File: src/rtl/writeback_pkg.sv
// Shared encodings for the Pillar writeback stage: opcodes, load funct3 codes,
// control-sequencer stage numbers and writeback FSM states.
package writeback_pkg;

    localparam logic [6:0] OP_R    = 7'b0110011;
    localparam logic [6:0] OP_I    = 7'b0010011;
    localparam logic [6:0] OP_S    = 7'b0100011;
    localparam logic [6:0] OP_LUI  = 7'b0110111;
    localparam logic [6:0] OP_LOAD = 7'b0000011;

    localparam logic [2:0] F3_LB  = 3'b000;
    localparam logic [2:0] F3_LH  = 3'b001;
    localparam logic [2:0] F3_LW  = 3'b010;
    localparam logic [2:0] F3_LBU = 3'b100;
    localparam logic [2:0] F3_LHU = 3'b101;

    localparam logic [2:0] STAGE_FETCH  = 3'd0;
    localparam logic [2:0] STAGE_DECODE = 3'd1;
    localparam logic [2:0] STAGE_EXE    = 3'd2;
    localparam logic [2:0] STAGE_MEM    = 3'd3;
    localparam logic [2:0] STAGE_WB     = 3'd4;

    typedef enum logic [2:0] {
        WB_IDLE     = 3'd0,
        WB_WAIT_MEM = 3'd1,
        WB_SETUP    = 3'd2,
        WB_STROBE   = 3'd3,
        WB_DONE     = 3'd4
    } wb_state_t;

    function automatic logic is_alu_op(input logic [6:0] opcode);
        return (opcode == OP_R) || (opcode == OP_I);
    endfunction

endpackage

File: src/rtl/writeback_load_align.sv
// Load data formatting: byte/halfword lane select with sign or zero extension.
// Only built when WRITEBACK_LOAD_EN is defined.
`ifdef WRITEBACK_LOAD_EN
module writeback_load_align
    import writeback_pkg::*;
(
    input  logic [31:0] rdata,
    input  logic [2:0]  funct3,
    input  logic [1:0]  offset,
    output logic [31:0] data
);

    logic [7:0]  byte_sel;
    logic [15:0] half_sel;

    always_comb begin
        byte_sel = 8'h00;
        case (offset)
            2'd0: byte_sel = rdata[7:0];
            2'd1: byte_sel = rdata[15:8];
            2'd2: byte_sel = rdata[23:16];
            2'd3: byte_sel = rdata[31:24];
            default: byte_sel = 8'h00;
        endcase
        // Halfword loads ignore offset[0]; misalignment is not trapped here.
        half_sel = offset[1] ? rdata[31:16] : rdata[15:0];

        data = rdata;
        case (funct3)
            F3_LB:   data = {{24{byte_sel[7]}}, byte_sel};
            F3_LBU:  data = {24'h000000, byte_sel};
            F3_LH:   data = {{16{half_sel[15]}}, half_sel};
            F3_LHU:  data = {16'h0000, half_sel};
            F3_LW:   data = rdata;
            default: data = rdata;
        endcase
    end

endmodule
`endif

File: src/rtl/writeback.sv
// Pillar writeback stage: selects the result and drives the register-file write port.
// Optional load path (WAIT_MEM, load formatting) is built when WRITEBACK_LOAD_EN is defined.
//
// state    | meaning
// IDLE     | waiting for a fresh entry into STAGE_WB
// WAIT_MEM | load issued, mem_req_o high until mem_valid_i
// SETUP    | wd_o/rd_o driven, strobe on next cycle
// STROBE   | wd_q_o high for one cycle
// DONE     | done_o high for one cycle
module writeback
    import writeback_pkg::*;
(
    input  logic        clk,
    input  logic        reset,
    input  logic [2:0]  stage_i,
    input  logic [31:0] ir_i,
    input  logic [31:0] alu_i,
    input  logic [31:0] mem_rdata_i,
    input  logic        mem_valid_i,
    output logic        mem_req_o,
    output logic [31:0] wd_o,
    output logic [4:0]  rd_o,
    output logic        wd_q_o,
    output logic        done_o
);

    wb_state_t  state;
    logic [2:0] stage_q;
    logic       entry;

    // Edge-triggered entry so a stage held at WB does not retrigger.
    assign entry = (state == WB_IDLE) && (stage_i == STAGE_WB) && (stage_q != STAGE_WB);

`ifdef WRITEBACK_LOAD_EN
    logic [4:0]  rd_q;
    logic [2:0]  funct3_q;
    logic [1:0]  offset_q;
    logic [31:0] load_data;
    logic        mem_req_q;

    writeback_load_align load_align (
        .rdata  (mem_rdata_i),
        .funct3 (funct3_q),
        .offset (offset_q),
        .data   (load_data)
    );

    assign mem_req_o = mem_req_q;
`else
    logic unused_mem;
    assign unused_mem = ^{mem_rdata_i, mem_valid_i};
    assign mem_req_o  = 1'b0;
`endif

    always_ff @(posedge clk) begin
        if (reset) begin
            state   <= WB_IDLE;
            stage_q <= 3'd0;
            wd_o    <= 32'h0;
            rd_o    <= 5'd0;
            wd_q_o  <= 1'b0;
            done_o  <= 1'b0;
`ifdef WRITEBACK_LOAD_EN
            rd_q      <= 5'd0;
            funct3_q  <= 3'd0;
            offset_q  <= 2'd0;
            mem_req_q <= 1'b0;
`endif
        end else begin
            stage_q <= stage_i;
            wd_q_o  <= 1'b0;
            done_o  <= 1'b0;
            case (state)
                WB_IDLE: begin
                    if (entry) begin
                        if (ir_i[11:7] == 5'd0) begin
                            done_o <= 1'b1;
                            state  <= WB_DONE;
                        end else if (is_alu_op(ir_i[6:0])) begin
                            wd_o  <= alu_i;
                            rd_o  <= ir_i[11:7];
                            state <= WB_SETUP;
                        end else if (ir_i[6:0] == OP_LUI) begin
                            wd_o  <= {ir_i[31:12], 12'h000};
                            rd_o  <= ir_i[11:7];
                            state <= WB_SETUP;
`ifdef WRITEBACK_LOAD_EN
                        end else if (ir_i[6:0] == OP_LOAD) begin
                            rd_q      <= ir_i[11:7];
                            funct3_q  <= ir_i[14:12];
                            offset_q  <= alu_i[1:0];
                            mem_req_q <= 1'b1;
                            state     <= WB_WAIT_MEM;
`endif
                        end else begin
                            done_o <= 1'b1;
                            state  <= WB_DONE;
                        end
                    end
                end
`ifdef WRITEBACK_LOAD_EN
                WB_WAIT_MEM: begin
                    if (mem_valid_i) begin
                        wd_o      <= load_data;
                        rd_o      <= rd_q;
                        mem_req_q <= 1'b0;
                        state     <= WB_SETUP;
                    end
                end
`endif
                WB_SETUP: begin
                    wd_q_o <= 1'b1;
                    state  <= WB_STROBE;
                end
                WB_STROBE: begin
                    done_o <= 1'b1;
                    state  <= WB_DONE;
                end
                WB_DONE: begin
                    state <= WB_IDLE;
                end
                default: begin
                    state <= WB_IDLE;
                end
            endcase
        end
    end

endmodule
File: config.mk
export PLATFORM = sky130hd
export DESIGN_NAME = writeback
export DESIGN_NICKNAME = d
export VERILOG_FILES = /design/src/rtl/writeback_pkg.sv /design/src/rtl/writeback_load_align.sv /design/src/rtl/writeback.sv
export SDC_FILE = /design/constraint.sdc
export NUM_CORES = 1
export LEC_CHECK = 0
export CORE_UTILIZATION = 38
export CTS_CLUSTER_SIZE = 24
export DETAILED_ROUTE_END_ITERATION = 6
export HOLD_SLACK_MARGIN = 0.08
export PLACE_DENSITY_LB_ADDON = 0.05
export SETUP_SLACK_MARGIN = 0.1
export SLEW_MARGIN = 10
export SYNTH_ARGS = -nofsm -noshare
export SYNTH_HDL_FRONTEND = slang
export SYNTH_SLANG_ARGS = --single-unit
File: constraint.sdc
create_clock -name clk -period 3.2 [get_ports clk]
set_clock_uncertainty 0.15 [all_clocks]
set_input_delay 0.32 -clock clk [delete_from_list [all_inputs] [get_ports clk]]
set_output_delay 0.32 -clock clk [all_outputs]
set_load 0.1 [all_outputs]
==> reports/metrics.yaml <==
status:
  status: "finished, final reports clean"
sta:
  fmax_ghz: 0.438
  period_share_pct: 71.4
  setup_viol: 0
  tightest_slew_ns: 0.986
  slew_viol_final: 0
  min_period_ns: 2.28
  fin_hold_ws_ns: 0.316
  rsz0062_at_grt: "no"
  setup_tns_ns: 0
  finalHoldViolCount: 0
  slew_headroom_pct: 34.0
clocking:
  postCtsSetupBuffers: 0
  clock_sinks: 45
  clock-root-buffer: "clkbuf_8"
  insertion_delay_ns: 0.30
  cts_buffers: 5
  cts_resized: 0
  cts_hold_buf: 0
  clk_pin_slew_ns: 0.09
  ctsLongestPathBuffers: 2
  cts.htree.levels: 2
  cts_tree: "built"
setup_path:
  regToRegSetupSlack_ns: 1.23
  reg2reg_from: "state[2]$_SDFFE_PP0P_"
  crit_slowest_cell: "clkdlybuf4s50_1"
  path_delay_family: "buffers and inverters"
  path_depth: 1
  path_cells: "clkdlybuf4s50_1"
  worstPathArrival_ns: 1.81
  start_kind: "register"
  crit_path_end_kind: "output port"
  crit_required_ns: 2.73
  worst-path-max-fanout: 2
  path_class: "reg -> out"
  max_stage_delay_ns: 1.15
  startpoint: "rd_o[4]$_SDFFE_PP0P_"
  rr_worst_depth: 5
  path_buf_inv: 1
floorplan:
  rows: 26
  coreArea_um2: 5240
  ioPinCount: 142
  die_area_um2: 5870
  die_w_um: 76.6
  start_util_pct: 40.4
  die_h_um: 76.6
synthesis:
  avgSynthCellArea_um2: 8.53
  synthTopCellsByCount: "45 x dfxtp_1, 32 x nand3_1, 22 x nand2_1"
  synth_nets: 350
  synth_seq_cells: 45
  synthXorXnorAreaFrac_pct: 0
  synth_top_area_cell: "dfxtp_1"
  synth_fa_ha_area_share_pct: 0
  synth_cells: 248
  async_flop_share_pct: 0
  synth-main-ff-cell: "dfxtp_1"
  synth_mux_area_share_pct: 0
  ys_seq_area_share_pct: 42.6
  yosysMostFrequentCell: "dfxtp_1"
  ys_types: 31
  ys_warn_count: 0
  synth_area_leaders: "dfxtp_1 43%, a311oi_1 8.3%, nand3_1 7.6%, o31ai_1 6.0%, a31oi_1 5.9%"
  syn_area_um2: 2120
  synthSimpleGateAreaFrac_pct: 23.6
  netlist.area_leader.share_pct: 42.6
  synth_edf_count: 0
  synth-compound-area-share_pct: 26.6
  synth_top_family_by_area: "compound AO/OA/AOI/OAI gates"
min_path:
  whs_path_depth: 2
  hold_path.class: "reg -> reg"
  min_from: "wd_o[5]$_SDFFE_PP0P_"
final_layout:
  layout.nets: 440
  areaGrowthSynthToFinish_pct: 57.7
  seq_area_um2: 901
  fill_cells: 480
  design_area_um2: 3340
  finalNonFillerCells: 409
  multiInputGateArea_um2: 1070
  drive_gt1_share_pct: 8.26
  antenna_cells: 0
placement:
  dp.cells: 401
  place_congestion: 0.758
  hpwl_mm: 4.19
  dpl_cell_area_um2: 3200
  portBuffers: 107
detailed_routing:
  drcViolationCount: 0
  drt-total-wl_mm: 6.38
  viasPerCell: 5.61
  antenna_left: 0
  routedWlPerCell_um: 15.6
  dr.first_iter.drc_count: 86
  drt_pass1_iterations: 4
  vias: 2293
global_route:
  grt_max_degree: 34
  antenna_found_initial: 0
  grt_pass1_vias: 2277
  overflow: 0
  grt_pass1_wl_mm: 10.5
  grt_usage_pct: 22.4
power_and_ir_drop:
  powerDensity_nw_per_um2: 371
  power.leakage_nw: 1.10
  vdd_drop_max_v: 0.000207
flow_run:
  maxCapViolCount: 0
## through the flow
| stage | setup slack, ns | utilization (%) | total power, mW |
|---|---|---|---|
| after global routing | 0.766 | 63.7 | 1.29 |
| after detailed placement | 0.630 | 61.1 | 0.746 |
| final | 0.916 | 63.7 | 1.24 |
| after CTS | 0.916 | 63.7 | 1.25 |
| after floorplan | 1.32 | - | 0.644 |
| after global placement | 0.623 | 61.1 | 0.746 |
## cell usage in the layout, fill, tap and decap left out, types with 2 or more instances in the layout
cell	n
a211oi_1	2
a21oi_1	17
a311oi_1	20
a31oi_1	20
buf_4	14
bufinv_16	2
clkbuf_8	5
clkdlybuf4s50_1	103
dfxtp_1	45
nand2_1	22
nand3_1	32
nand4_1	5
nor2b_1	3
nor4b_1	2
o31ai_1	17
or4_1	13
## flip-flops by register name, indices dropped and copies added (netlist names)
register  count
stage_q       3
state         3
wd_o         32
rd_o          5
wd_q_o        1
done_o        1
## layout make-up
cell class | count | share of cell area (%)
flip-flops and latches | 45 | 27.0
well taps | 70 | 2.63
clock buffers | 5 | 2.06
clock inverters | 3 | 1.95
inverters | 1 | 0.113
multi-input cells | 168 | 32.2
repair buffers | 117 | 34.1
## worst paths after layout
kind,endpoint
worst min-delay path,wd_o[5]$_SDFFE_PP0P_
worst max register to register,wd_o[1]$_SDFFE_PP0P_
worst max-delay path,rd_o[4]
worst min register to register,wd_o[5]$_SDFFE_PP0P_
## layer usage
layer / up-vias / track usage (%) / share of wire, %
met5: - / 0 / 0
met4: 0 / 8.85 / 1.1
met3: 8 / 8.02 / 8.1
met2: 95 / 39.9 / 50
met1: 1050 / 24.1 / 41
li1: 1140 / - / -
## where the power goes
group          total [mW]  switching (mW)  internal, mW  leakage [nW]
Combinational       0.169          0.0779        0.0913         0.665
Sequential          0.564         0.00150         0.563         0.363
Clock               0.506           0.195         0.310        0.0681
## tightest hold or removal path, cell delays in order (launching register included)
cell,delay (ns)
dfxtp_1,0.32
o31ai_1,0.06
a21oi_1,0.05
## logic make-up after synthesis
| logic type | Yosys count |
|---|---|
| buffers and inverters | 35 |
| AOI/OAI and AO/OA | 80 |
| DFF | 45 |
| and+or+nand+nor | 87 |
| other | 1 |
No activity file was read; power rests on OpenSTA's default activity.
